===== src/rtl/opener_motor_pkg.sv =====
// Shared types and defaults for the garage-door opener motor driver.
// State encoding, default timing constants and the idle-style next-state decode.
package opener_motor_pkg;

  typedef enum logic [1:0] {
    IDLE     = 2'd0,
    DRIVE_UP = 2'd1,
    DRIVE_DN = 2'd2,
    DEAD     = 2'd3
  } mstate_e;

  localparam int DEF_DEAD_CYCLES = 4;
  localparam int DEF_MAX_TRAVEL  = 64;
  localparam int DEF_CNT_W       = 8;

  // Shared by IDLE and the last DEAD cycle; a latched fault blocks any new drive.
  function automatic mstate_e idle_decode(input logic req_up,
                                          input logic req_dn,
                                          input logic flt);
    mstate_e nxt;
    if (flt) begin
      nxt = IDLE;
    end else if (req_up) begin
      nxt = DRIVE_UP;
    end else if (req_dn) begin
      nxt = DRIVE_DN;
    end else begin
      nxt = IDLE;
    end
    return nxt;
  endfunction

endpackage


===== src/rtl/opener_cycle_timer.sv =====
// Loadable down-counter that saturates at zero; used for travel and dead timing.
module opener_cycle_timer #(
  parameter int CNT_W = 8
) (
  input  logic             clk,
  input  logic             r,
  input  logic             load,
  input  logic [CNT_W-1:0] load_val,
  input  logic             en,
  output logic             zero
);

  logic [CNT_W-1:0] cnt_r;

  // Counter register: reset, then load, then decrement while enabled and nonzero.
  always_ff @(posedge clk) begin
    if (r) begin
      cnt_r <= {CNT_W{1'b0}};
    end else if (load) begin
      cnt_r <= load_val;
    end else if (en && (cnt_r != {CNT_W{1'b0}})) begin
      cnt_r <= cnt_r - {{(CNT_W-1){1'b0}}, 1'b1};
    end else begin
      cnt_r <= cnt_r;
    end
  end

  assign zero = (cnt_r == {CNT_W{1'b0}});

endmodule


===== src/rtl/opener_motor_driver.sv =====
// Motor drive stage: exclusive mu/md, dead-time on every stop, latched travel timeout.
// Optional brake output and braked reset enabled by OPENER_MOTOR_BRAKE_EN.
module opener_motor_driver
  import opener_motor_pkg::*;
#(
  parameter int DEAD_CYCLES = DEF_DEAD_CYCLES,
  parameter int MAX_TRAVEL  = DEF_MAX_TRAVEL,
  parameter int CNT_W       = DEF_CNT_W
) (
  input  logic       clk,
  input  logic       r,
  input  logic       u,
  input  logic       d,
  input  logic       clr,
  output logic       mu,
  output logic       md,
  output logic       brk,
  output logic       fault,
  output logic [1:0] mstate
);

  localparam logic [CNT_W-1:0] TRAV_LOAD = CNT_W'(MAX_TRAVEL - 1);
  localparam logic [CNT_W-1:0] DEAD_LOAD = CNT_W'(DEAD_CYCLES - 1);

  mstate_e state_r;
  mstate_e nxt_s;
  logic    mu_r;
  logic    md_r;
  logic    fault_r;
  logic    req_up_s;
  logic    req_dn_s;
  logic    timeout_s;
  logic    trav_load_s;
  logic    trav_en_s;
  logic    trav_zero_s;
  logic    dead_load_s;
  logic    dead_en_s;
  logic    dead_zero_s;
  logic    rst_brake_s;

  assign req_up_s = u & ~d;
  assign req_dn_s = d & ~u;

`ifdef OPENER_MOTOR_BRAKE_EN
  logic brk_r;
  // A reset that lands mid-drive brakes through a full dead period instead of idling.
  assign rst_brake_s = r & (mu_r | md_r);
  assign brk         = brk_r;
`else
  assign rst_brake_s = 1'b0;
  assign brk         = 1'b0;
`endif

  // Next-state decode and timer control.
  always_comb begin
    nxt_s     = state_r;
    timeout_s = 1'b0;
    trav_en_s = 1'b0;
    dead_en_s = 1'b0;
    case (state_r)
      IDLE: begin
        nxt_s = idle_decode(req_up_s, req_dn_s, fault_r);
      end
      DRIVE_UP: begin
        trav_en_s = 1'b1;
        if (!req_up_s) begin
          nxt_s = DEAD;
        end else if (trav_zero_s) begin
          nxt_s     = DEAD;
          timeout_s = 1'b1;
        end else begin
          nxt_s = DRIVE_UP;
        end
      end
      DRIVE_DN: begin
        trav_en_s = 1'b1;
        if (!req_dn_s) begin
          nxt_s = DEAD;
        end else if (trav_zero_s) begin
          nxt_s     = DEAD;
          timeout_s = 1'b1;
        end else begin
          nxt_s = DRIVE_DN;
        end
      end
      DEAD: begin
        dead_en_s = 1'b1;
        if (dead_zero_s) begin
          nxt_s = idle_decode(req_up_s, req_dn_s, fault_r);
        end else begin
          nxt_s = DEAD;
        end
      end
      default: begin
        nxt_s = IDLE;
      end
    endcase
    trav_load_s = ((nxt_s == DRIVE_UP) || (nxt_s == DRIVE_DN)) && (nxt_s != state_r);
    dead_load_s = ((nxt_s == DEAD) && (state_r != DEAD)) || rst_brake_s;
  end

  // State, drive outputs and fault latch; drives are decoded from the next state.
  always_ff @(posedge clk) begin
    if (r) begin
      fault_r <= 1'b0;
      mu_r    <= 1'b0;
      md_r    <= 1'b0;
`ifdef OPENER_MOTOR_BRAKE_EN
      if (mu_r | md_r) begin
        state_r <= DEAD;
        brk_r   <= 1'b1;
      end else begin
        state_r <= IDLE;
        brk_r   <= 1'b0;
      end
`else
      state_r <= IDLE;
`endif
    end else begin
      state_r <= nxt_s;
      mu_r    <= (nxt_s == DRIVE_UP);
      md_r    <= (nxt_s == DRIVE_DN);
`ifdef OPENER_MOTOR_BRAKE_EN
      brk_r   <= (nxt_s == DEAD);
`endif
      // A timeout in the same cycle as clr keeps the fault set.
      if (timeout_s) begin
        fault_r <= 1'b1;
      end else if (clr) begin
        fault_r <= 1'b0;
      end else begin
        fault_r <= fault_r;
      end
    end
  end

  opener_cycle_timer #(.CNT_W(CNT_W)) u_trav_timer (
    .clk      (clk),
    .r        (r),
    .load     (trav_load_s),
    .load_val (TRAV_LOAD),
    .en       (trav_en_s),
    .zero     (trav_zero_s)
  );

  opener_cycle_timer #(.CNT_W(CNT_W)) u_dead_timer (
    .clk      (clk),
    .r        (r & ~rst_brake_s),
    .load     (dead_load_s),
    .load_val (DEAD_LOAD),
    .en       (dead_en_s),
    .zero     (dead_zero_s)
  );

  assign mu     = mu_r;
  assign md     = md_r;
  assign fault  = fault_r;
  assign mstate = state_r;

endmodule

===== config.mk =====
export PLATFORM = sky130hd
export DESIGN_NAME = opener_motor_driver
export DESIGN_NICKNAME = d
export VERILOG_FILES = /design/src/rtl/opener_motor_pkg.sv /design/src/rtl/opener_cycle_timer.sv /design/src/rtl/opener_motor_driver.sv
export SDC_FILE = /design/constraint.sdc
export NUM_CORES = 1
export LEC_CHECK = 0
export BUFFER_PORTS_ARGS = -buffer_cell sky130_fd_sc_hd__buf_4
export CAP_MARGIN = 20
export CORE_MARGIN = 8
export CORE_UTILIZATION = 62
export CTS_CLUSTER_DIAMETER = 60
export DETAILED_ROUTE_END_ITERATION = 8
export GPL_TIMING_DRIVEN = 0
export PLACE_DENSITY = 0.9
export SYNTH_ARGS = -nofsm -noshare
export SYNTH_HDL_FRONTEND = slang
export SYNTH_SLANG_ARGS = --single-unit

===== constraint.sdc =====
create_clock -name clk -period 4.75 [get_ports clk]
set_input_delay 0.95 -clock clk [delete_from_list [all_inputs] [get_ports clk]]
set_output_delay 0.95 -clock clk [all_outputs]
set_load 0.01 [all_outputs]

==> results list <==
* Sequential-to-total area share from yosys stat: between 30% and 40%
* Final critical path time including I/O delays and setup: around 2.7 ns
- Fin area: around 0.0014 mm^2
* Endpoint of the worst register-to-register path: u_trav_timer.cnt_r[2]$_SDFFE_PP0P_
- Worst Path Required: slightly below 5 ns
* Result of the run: completed
* Number of cell instances on the worst register-to-register path: 11
- Cell-internal power: around 340 uW
- Once detailed placement completed, the half-perimeter wirelength came to 2079 um.
- Summed over all layers, the global routing overflow is 0.
- Global routing consumed, on the met3 layer, roughly 4.4% of the routing resources.
* Die Width: approximately 60 um
- The via count of the first global-routing pass was between 1000 and 1500.
- Worst clock skew: roughly 0.0028 ns
- The cell sitting at the root of the clock tree is a clkbuf_4.
- Vias after detailed routing: ~1100
- Overall routing resource usage: roughly 16%
* Met2 track demand over resource: a little under a third
* Synth Instances: approximately 150
- The tool flagged a number of max-cap violations equal to 0.
- Global-route wire length before repair: about 4500 um
- Number of buffers added by the clock tree synthesis step: 3
- Netlist area before placement: 0.001281 mm^2
- The final layout contains routed wiring with a total length of around 2700 um.
* Worst Setup Path Type: flip-flop to flip-flop
* Most frequent standard cell in the layout excluding fill and tap cells: nor2_1
- CP Launch Point: mstate[0]$_SDFF_PP0_
- The pre-antenna-repair detailed-routing pass consisted of 4 iterations.
- Count of flip-flops with a built-in enable after synthesis: 0
* Remaining max-slew budget at the tightest pin: 59.56%
* Count of clock tree sinks: 21
- The die covers 0.003777 mm^2.
- The die is roughly 61 um tall.
- Pin placement for this block handled 11 I/O pins.
* Layout Nets: roughly 180
- Dividing the final minimum period by the clock period gives 56.13%.
- Switching component of the power: about 210 uW
* Hold Fails Final Rpt: 0
- Initial antenna violation count: 0
* Placeable core area: between 0.0015 and 0.002 mm^2
* Global placer's final weighted congestion: between 0.9 and 1
* Peak clock frequency supported by timing: 375.1 MHz
- met2 is the most crowded layer.
* Most used cells in the layout excluding fill and tap cells: nor2_1, dfxtp_1, inv_1, ha_1, buf_4
- In the final routed layout, each cell accounts on average for between 10 and 15 um.
- The number of antenna diodes in the final layout is 0.
* Top FF cell, synth: dfxtp_1
* CP max-delay cell: dfxtp_1
* Kind of start point of the critical path: flip-flop
- In this run, synthesis produced a sequential element count of 21.
* Global routing met1 resource utilization: 15.43%
- Counting the fill cells in the layout gives roughly 170.
- Worst path depth: 11
- Post-layout utilization of the core: 71.88%
- P per Cell Area: about 390 mW/mm^2
- The Yosys step of the flow raised 0 warnings.
- Clock latency on the worst-skew pair: ~0.3 ns
- Class of the worst hold path: flip-flop to flip-flop
* Largest area contributor in the netlist: dfxtp_1
- I/O Buffers: 9
- Row generation in the floorplan step produced 16 rows.
- The first routing iteration left 20 violations.
- Layout cells sized above 1: 13.25%
- Worst R2R Start: mstate[0]$_SDFF_PP0_
- The analysis attributes to cell leakage a power of about 0.0006 uW.
- Setup repair after global routing left no endpoint under its margin.
- Total of cells resized after clock tree synthesis: 0
* TritonCTS clock tree: done
- In this run the post-CTS setup repair buffer count came out at 0.
- Delay contributed by the slowest stage of the critical path: about 0.5 ns
- Per report_power, the combinational group accounts for a little over two fifths of the total.
* Number of vias per cell after detailed routing: between 5 and 6
- Once the floorplan was initialized, standard cells occupied 65.31% of the core.
- Fraction of power consumed by the clock network: 15.4%
* Delay-heaviest family, CP: compound AO/OA/AOI/OAI gates
- Number of buffers inserted for hold repair after clock tree synthesis: 0
* Reg clk slew, reported paths: roughly 0.11 ns
- Average instance area after synthesis: around 8.4 um^2
* Top cells by area, synth: dfxtp_1, ha_1, nor2_1
- Across the VDD grid, the largest voltage drop is ~290 uV.
* Worst EP arrival: between 2 and 3 ns
- Final routed DRC violation total: 0
- Sequential cells burn 42.7% of the power.
* Share of Yosys cell area claimed by the top area cell type: approximately 33%
- The setup check on the worst reg-to-reg path leaves a slack of 2.08 ns.
- Largest net degree at the start of global routing: 13
* CP max FO: 8
* CP Capture Type: flip-flop
- In this run the cell area measured after placement is 0.001383 mm^2.
- CTS built an H-tree with a depth of 1.
* Distinct cell type count after synthesis: 44
- Final setup margin: roughly 2.1 ns
* Async S/R FF share, synth: 0%
- Post-placement setup slack: 1.991 ns
* Total Neg Setup Slack: 0 ns
* Net switching fraction of the power: between 30% and 40%
- Slew @ Worst Pin: ~0.6 ns
- Setup-violating endpoint count in the final report: 0
- Critical Path Sink: u_trav_timer.cnt_r[2]$_SDFFE_PP0P_
- Ordered list of cells on the worst path: inv_1 -> ha_1 -> clkbuf_1 -> nor2_1 -> a2bb2oi_1 -> nor2_1 -> a21oi_1 -> inv_1 -> ha_1 -> nand2b_1 -> o22ai_1
* DRT antenna net count: 0
- The number of buffers and inverters on the critical path is 3.
- Relative to the synthesized area, the layout overhead comes to 10.06%.
* Post-Syn Nets: between 150 and 200
* Buffers from clock root to sink, at most: 2
- The max-slew violation count was 0.
[cell usage after synthesis, types with 2 or more instances]
cell,n
a21oi_1,5
nor3_1,6
nand2b_1,5
nor2b_1,2
inv_1,12
or3_1,3
ha_1,10
o21ai_0,2
dfxtp_1,21
mux2i_1,2
nand3_1,2
buf_2,2
o22ai_1,6
clkbuf_1,3
xor2_1,5
nand2_1,7
nor4_1,3
a2111o_1,2
o311ai_1,2
o21bai_1,2
xnor2_1,6
o21a_1,2
nor2_1,22
[flip-flops by register name, indices dropped and copies added (netlist names)]
signal / flops
fault: 1
md: 1
mstate: 2
mu: 1
u_dead_timer.cnt_r: 8
u_trav_timer.cnt_r: 8
[worst min path at each step]
stage                                  startpoint                            endpoint  slack [ns]  depth (start not counted)
5_1_grt        u_dead_timer.cnt_r[0]$_SDFFE_PP0P_  u_dead_timer.cnt_r[0]$_SDFFE_PP0P_        0.53                          1
4_1_cts        u_dead_timer.cnt_r[0]$_SDFFE_PP0P_  u_dead_timer.cnt_r[0]$_SDFFE_PP0P_        0.51                          1
3_3_place_gp   u_dead_timer.cnt_r[0]$_SDFFE_PP0P_  u_dead_timer.cnt_r[0]$_SDFFE_PP0P_        0.46                          1
6_report       u_dead_timer.cnt_r[0]$_SDFFE_PP0P_  u_dead_timer.cnt_r[0]$_SDFFE_PP0P_        0.52                          1
2_1_floorplan  u_dead_timer.cnt_r[0]$_SDFFE_PP0P_  u_dead_timer.cnt_r[0]$_SDFFE_PP0P_        0.44                          1
3_5_place_dp   u_dead_timer.cnt_r[0]$_SDFFE_PP0P_  u_dead_timer.cnt_r[0]$_SDFFE_PP0P_        0.49                          1
[power by group through the flow]
stage / Sequential (uW) / Combinational (uW) / Clock [uW]
finish: 234 / 229 / 84.0
detailed placement: 235 / 227 / 0
floorplan: 231 / 181 / 0
global placement: 233 / 215 / 0
global route: 237 / 254 / 92.4
CTS: 232 / 229 / 86.4
[worst reg2reg max path, stage by stage, from the launching register on]
cell and delay (ns):
dfxtp_1 0.49, inv_1 0.15, ha_1 0.21, clkbuf_1 0.18, nor2_1 0.20, a2bb2oi_1 0.24
nor2_1 0.08, a21oi_1 0.24, inv_1 0.11, ha_1 0.32, nand2b_1 0.21, o22ai_1 0.11
[logic make-up (layout without fill, tap and decap cells)]
logic type / after synthesis / in the layout / share of synthesized area, %
muxes: 2 / 2 / 1.563
other: 1 / 1 / 0.2927
adders and majority gates: 10 / 10 / 9.766
and+or+nand+nor: 56 / 56 / 22.36
xor gates and xnor gates: 11 / 11 / 7.519
buffers and inverters: 19 / 32 / 6.054
DFF: 21 / 21 / 32.81
AOI/OAI and AO/OA: 33 / 33 / 19.63
[layout make-up]
type	count	area [um^2]	area share (%)
Multi-Input combinational cell	113	783.3	55.55
Sequential cell	21	420.4	29.81
Timing Repair Buffer	9	67.56	4.791
Inverter	13	48.80	3.461
Tap cell	27	33.78	2.396
Buffer	6	28.78	2.041
Clock buffer	3	22.52	1.597
Clock inverter	1	5.005	0.3549
[metrics by stage]
stage | hold WS (ns) | power [uW] | instances
6_report | 0.5248 | 546.7 | 193
5_1_grt | 0.5332 | 583.0 | 193
4_1_cts | 0.5089 | 547.8 | 193
3_5_place_dp | 0.4879 | 461.8 | 189
3_3_place_gp | 0.4567 | 448.6 | 189
2_1_floorplan | 0.4367 | 411.2 | 153
[metal layers]
layer	up-vias	part of all wire, %
met5	-	0
li1	563	-
met2	29	52
met4	0	1.7
met3	7	4.6
met1	539	41
Power figures use the tool's default switching activity.
